[src/rtl/clock_phase_generator.sv]
// clock_phase_generator
// Master-clock sequencer. Splits each bit time into four equal phases
// (W, X, Y, Z), produces the P/Q/R phase-select codes and their complements,
// a BOP strobe that is low while the codes settle, and bit/cycle counters.
// Run, halt and single-step control decide whether the sequencer advances.
module clock_phase_generator #(
  parameter int unsigned PHASE_TICKS = 4,   // CLK cycles per phase, 2..15
  parameter int unsigned GAP_TICKS   = 1,   // BOP-low cycles at phase start
  parameter int unsigned BITS        = 14   // bit times per cycle, 2..16
) (
  input  logic       CLK,
  input  logic       RESET_N,
  input  logic       RUN,
  input  logic       STEP,
  output logic       CGPP,
  output logic       CGPPN,
  output logic       CGQP,
  output logic       CGQPN,
  output logic       CGRP,
  output logic       CGRPN,
  output logic       BOP,
  output logic [1:0] PHASE,
  output logic [3:0] BIT,
  output logic       BIT_END,
  output logic       CYCLE_END,
  output logic       HALTED
);

  // Sequencer states
  localparam logic [1:0] ST_HALT = 2'd0;
  localparam logic [1:0] ST_RUN  = 2'd1;
  localparam logic [1:0] ST_STEP = 2'd2;

  localparam logic [3:0] TC_MAX  = 4'(PHASE_TICKS - 1);
  localparam logic [3:0] TC_GAP  = 4'(GAP_TICKS);
  localparam logic [3:0] BIT_MAX = 4'(BITS - 1);

  localparam logic [1:0] PH_W = 2'd0;
  localparam logic [1:0] PH_Z = 2'd3;

  logic [1:0] state_q, state_d;
  logic [3:0] tc_q, tc_d;
  logic [1:0] phase_q, phase_d;
  logic [3:0] bit_q, bit_d;

  logic       halted_q, halted_d;
  logic       bop_q, bop_d;
  logic       bit_end_q, bit_end_d;
  logic       cycle_end_q, cycle_end_d;
  logic [2:0] code_q, code_d;     // {P, Q, R}

  // P/Q/R pattern for a phase; adjacent phases differ in P and one of Q/R.
  function automatic logic [2:0] phase_code(input logic [1:0] ph);
    case (ph)
      2'd0:    phase_code = 3'b111;  // W
      2'd1:    phase_code = 3'b010;  // X
      2'd2:    phase_code = 3'b100;  // Y
      default: phase_code = 3'b001;  // Z
    endcase
  endfunction

  // Next-state logic: sequencer state, tick/phase/bit counters.
  // NOTE: every signal written here gets a default first so no latch is inferred.
  always_comb begin
    state_d = state_q;
    tc_d    = tc_q;
    phase_d = phase_q;
    bit_d   = bit_q;
    case (state_q)
      ST_HALT: begin
        tc_d    = 4'd0;
        phase_d = PH_W;
        if (RUN)       state_d = ST_RUN;
        else if (STEP) state_d = ST_STEP;
      end
      ST_RUN, ST_STEP: begin
        if (tc_q == TC_MAX) begin
          tc_d = 4'd0;
          if (phase_q == PH_Z) begin
            // Bit boundary: the only point where the sequencer may stop.
            phase_d = PH_W;
            bit_d   = (bit_q == BIT_MAX) ? 4'd0 : bit_q + 4'd1;
            state_d = RUN ? ST_RUN : ST_HALT;
          end else begin
            phase_d = phase_q + 2'd1;
          end
        end else begin
          tc_d = tc_q + 4'd1;
        end
      end
      default: begin
        state_d = ST_HALT;
        tc_d    = 4'd0;
        phase_d = PH_W;
      end
    endcase
  end

  // Output decode from next state, so every output comes straight from a flop.
  always_comb begin
    halted_d    = (state_d == ST_HALT);
    bop_d       = !halted_d && (tc_d >= TC_GAP);
    bit_end_d   = !halted_d && (phase_d == PH_Z) && (tc_d == TC_MAX);
    cycle_end_d = bit_end_d && (bit_d == BIT_MAX);
    code_d      = phase_code(phase_d);
  end

  // State and output registers; reset abandons any partial bit.
  // NOTE: sequential state uses non-blocking assignments so all flops update together.
  always_ff @(posedge CLK or negedge RESET_N) begin
    if (!RESET_N) begin
      state_q     <= ST_HALT;
      tc_q        <= 4'd0;
      phase_q     <= PH_W;
      bit_q       <= 4'd0;
      halted_q    <= 1'b1;
      bop_q       <= 1'b0;
      bit_end_q   <= 1'b0;
      cycle_end_q <= 1'b0;
      code_q      <= 3'b111;
    end else begin
      state_q     <= state_d;
      tc_q        <= tc_d;
      phase_q     <= phase_d;
      bit_q       <= bit_d;
      halted_q    <= halted_d;
      bop_q       <= bop_d;
      bit_end_q   <= bit_end_d;
      cycle_end_q <= cycle_end_d;
      code_q      <= code_d;
    end
  end

  assign CGPP      = code_q[2];
  assign CGQP      = code_q[1];
  assign CGRP      = code_q[0];
  assign CGPPN     = ~code_q[2];
  assign CGQPN     = ~code_q[1];
  assign CGRPN     = ~code_q[0];
  assign BOP       = bop_q;
  assign PHASE     = phase_q;
  assign BIT       = bit_q;
  assign BIT_END   = bit_end_q;
  assign CYCLE_END = cycle_end_q;
  assign HALTED    = halted_q;

endmodule

[config.mk]
export PLATFORM = sky130hd
export DESIGN_NAME = clock_phase_generator
export DESIGN_NICKNAME = d
export VERILOG_FILES = /design/src/rtl/clock_phase_generator.sv
export SDC_FILE = /design/constraint.sdc
export NUM_CORES = 1
export LEC_CHECK = 0
export BUFFER_PORTS_ARGS = -buffer_cell sky130_fd_sc_hd__clkbuf_2
export CORE_AREA = 2 2 48 50
export DETAILED_ROUTE_END_ITERATION = 16
export DIE_AREA = 0 0 50 52
export GPL_TIMING_DRIVEN = 1
export PLACE_DENSITY = 0.7
export SYNTH_ARGS = -nofsm -noshare
export SYNTH_HDL_FRONTEND = slang
export SYNTH_SLANG_ARGS = --single-unit
[constraint.sdc]
create_clock -name CLK -period 3.5 [get_ports CLK]
set_clock_uncertainty 0.05 [all_clocks]
set_input_delay 0.7 -clock CLK [delete_from_list [all_inputs] [get_ports CLK]]
set_output_delay 0.7 -clock CLK [all_outputs]
set_load 0.05 [all_outputs]
==> results.toml <==
[global_routing]
grt_usage = 0.157
grt_util_met3 = 0.0287
grt_pass1_wl_um = 2970
grt_util_met1 = 0.186
met2_usage = 0.276
antenna_found_initial = 0
grt_max_degree = 20
grt_pass1_vias = 695
grt.overflow.total = 0
busiest_layer = "met2"

[yosys]
postSynth.asyncResetShare = 1.00
yosysUniqueCellTypes = 33
synth_edf_count = 0
syn_nets = 102
syn_area_um2 = 975
synth.yosys.seq_area_share = 0.493
synth_seq_cells = 19
ys_warn_count = 0
syn_inst = 91
syn-mean-instance-area_um2 = 10.7
synth-main-ff-cell = "dfrtp_1"

[worst_setup_path]
required_ns = 3.67
crit_arrival_ns = 2.56
critical_path.endpoint_type = "flop"
critPathLaunchType = "flop"
r2r_cells = 8
crit_fanout = 6
worst-setup-path-type = "reg -> reg"

[pwr]
power_frac_seq = 0.368
combPwrFrac = 0.495
internal_power_mw = 0.453
p_switching_mw = 0.370
pwr-share-clk = 0.136
power_leakage_nw = 0.571
irDropWorstVdd_mv = 0.361
swShare = 0.450
powerDensity_mw_per_mm2 = 729

[detailed_routing]
drc_errors = 0
vias_per_cell = 5.11
routed_wl_um = 1760
first_pass_iters = 4
ant_nets = 0
drtIter0Drc = 13
num_vias = 720
wl_per_cell_um = 12.5

[floorplan]
die-area_mm2 = 0.00260
core-area_mm2 = 0.00211
ios = 20
start_util = 0.463
die_w_um = 50
die_y_um = 52
rows = 17

[clocking]
clk_path_buf_depth = 2
cts_tree = "built"
cts_buffers = 3
clock_latency_ns = 0.30
cts_hold_buf = 0
htree_levels = 1
cts_sinks = 19
cts_resized = 0
path_clk_slew_ns = 0.11
post_cts_buffers = 0
cts-root-buf = "clkbuf_4"

[sta]
tightest_slew_ns = 0.536
hold_ws_ns = 0.274
max_freq_mhz = 417
worst_slack_ns = 1.10
rsz0062_at_grt = "no"
period_share = 0.685
slew_violations = 0
finalHoldViolCount = 0
maxSlewHeadroom = 0.642
setup_viol = 0
fin_tns_setup_ns = 0
min_period_ns = 2.40

[finish]
drive_gt1_frac = 0.301
fillers = 199
layout_commonest_cell = "clkbuf_2"
syn_to_final_growth_pct = 15.8
nets = 125
final_cell_mix = "19 x clkbuf_2, 15 x dfrtp_1, 8 x inv_1"
num_antenna_cells = 0

[hold_path]
hold_class = "in -> async"

[placed_design]
pre_cts_ws_ns = 1.09
gp_congestion = 0.757
io_buffers = 19
dp_hpwl_um = 1350

[job]
drv_cap = 0

[run_status]
outcome = "finished, final reports clean"
==> kinds of logic (layout without fill, tap and decap cells) <==
group / Yosys count / in the layout / synth area share
DFF: 19 / 19 / 0.493
adders and majority gates: 7 / 7 / 0.0899
buffers and inverters: 10 / 32 / 0.0398
and+or+nand+nor: 34 / 34 / 0.216
AOI/OAI and AO/OA: 17 / 17 / 0.122
muxes: 2 / 2 / 0.0218
xor gates and xnor gates: 2 / 2 / 0.0180
==> synthesized netlist by cell type (all sizes together) (2+ instances only) <==
cell type  number  area share
inv             8       0.031
nor3b           2       0.015
nand3b          3       0.023
and3            2       0.019
nand2           7       0.027
dfrtp          15        0.39
ha              7       0.090
o21ai           4       0.021
nand3           2       0.010
and2            2       0.013
a22o            2       0.018
dfstp           4        0.11
o22ai           2       0.013
nor2            7       0.027
xnor2           2       0.018
a21oi           2       0.010
nand2b          5       0.032
==> path summary, 6_finish.rpt <==
check	slack, ns	to	start
max in group asynchronous	2.77	code_q[1]	RESET_N
setup reg to reg	1.10	CYCLE_END	tc_q[0]
hold reg to reg	0.50	BIT[0]	BIT[0]
min in group CLK	0.50	BIT[0]	BIT[0]
setup / recovery	1.10	CYCLE_END	tc_q[0]
hold / removal	0.27	state_q[1]	RESET_N
==> worst max-delay path, stage by stage, from the launching register on <==
cell and delay, ns:
dfrtp_1 0.41, ha_1 0.25, nor3b_1 0.49, mux2i_1 0.13, nand2b_1 0.20, inv_1 0.13
ha_1 0.18, o2111ai_1 0.18, nor4b_2 0.29
==> sequential cells by signal, summed over array words and instances, names as in the netlist <==
name       cells
state_q        2
PHASE          2
BIT            4
BOP            1
HALTED         1
BIT_END        1
CYCLE_END      1
code_q         3
tc_q           4
==> routing by layer <==
metal / up-vias / routed length, um
met2: 16 / 920
met1: 339 / 756
met3: 2 / 77
met4: 0 / 7
li1: 363 / -
met5: - / 0
==> area by class of cell <==
class	instances	area, um^2	share of cell area
Clock buffer	3	22.5	0.0200
Clock inverter	1	5.00	0.00443
Inverter	9	35.0	0.0310
Multi-Input combinational cell	62	455	0.404
Sequential cell	19	480	0.426
Tap cell	28	35.0	0.0310
Timing Repair Buffer	19	95.1	0.0843
==> power by group through the flow <==
stage | logic (mW) | clock network, mW | registers (mW)
detailed placement | 0.413 | 0 | 0.308
CTS | 0.414 | 0.117 | 0.304
floorplan | 0.258 | 0 | 0.374
global route | 0.450 | 0.128 | 0.310
global placement | 0.400 | 0 | 0.306
finish | 0.408 | 0.112 | 0.303
==> per-stage QoR <==
step	instances	util	area (um^2)	total power [mW]
floorplan	91	-	975	0.631
global placement	137	0.523	1100	0.706
detailed placement	137	0.523	1100	0.721
CTS	141	0.536	1130	0.835
global route	141	0.536	1130	0.887
finish	141	0.536	1130	0.823
Power figures use the tool's default switching activity.
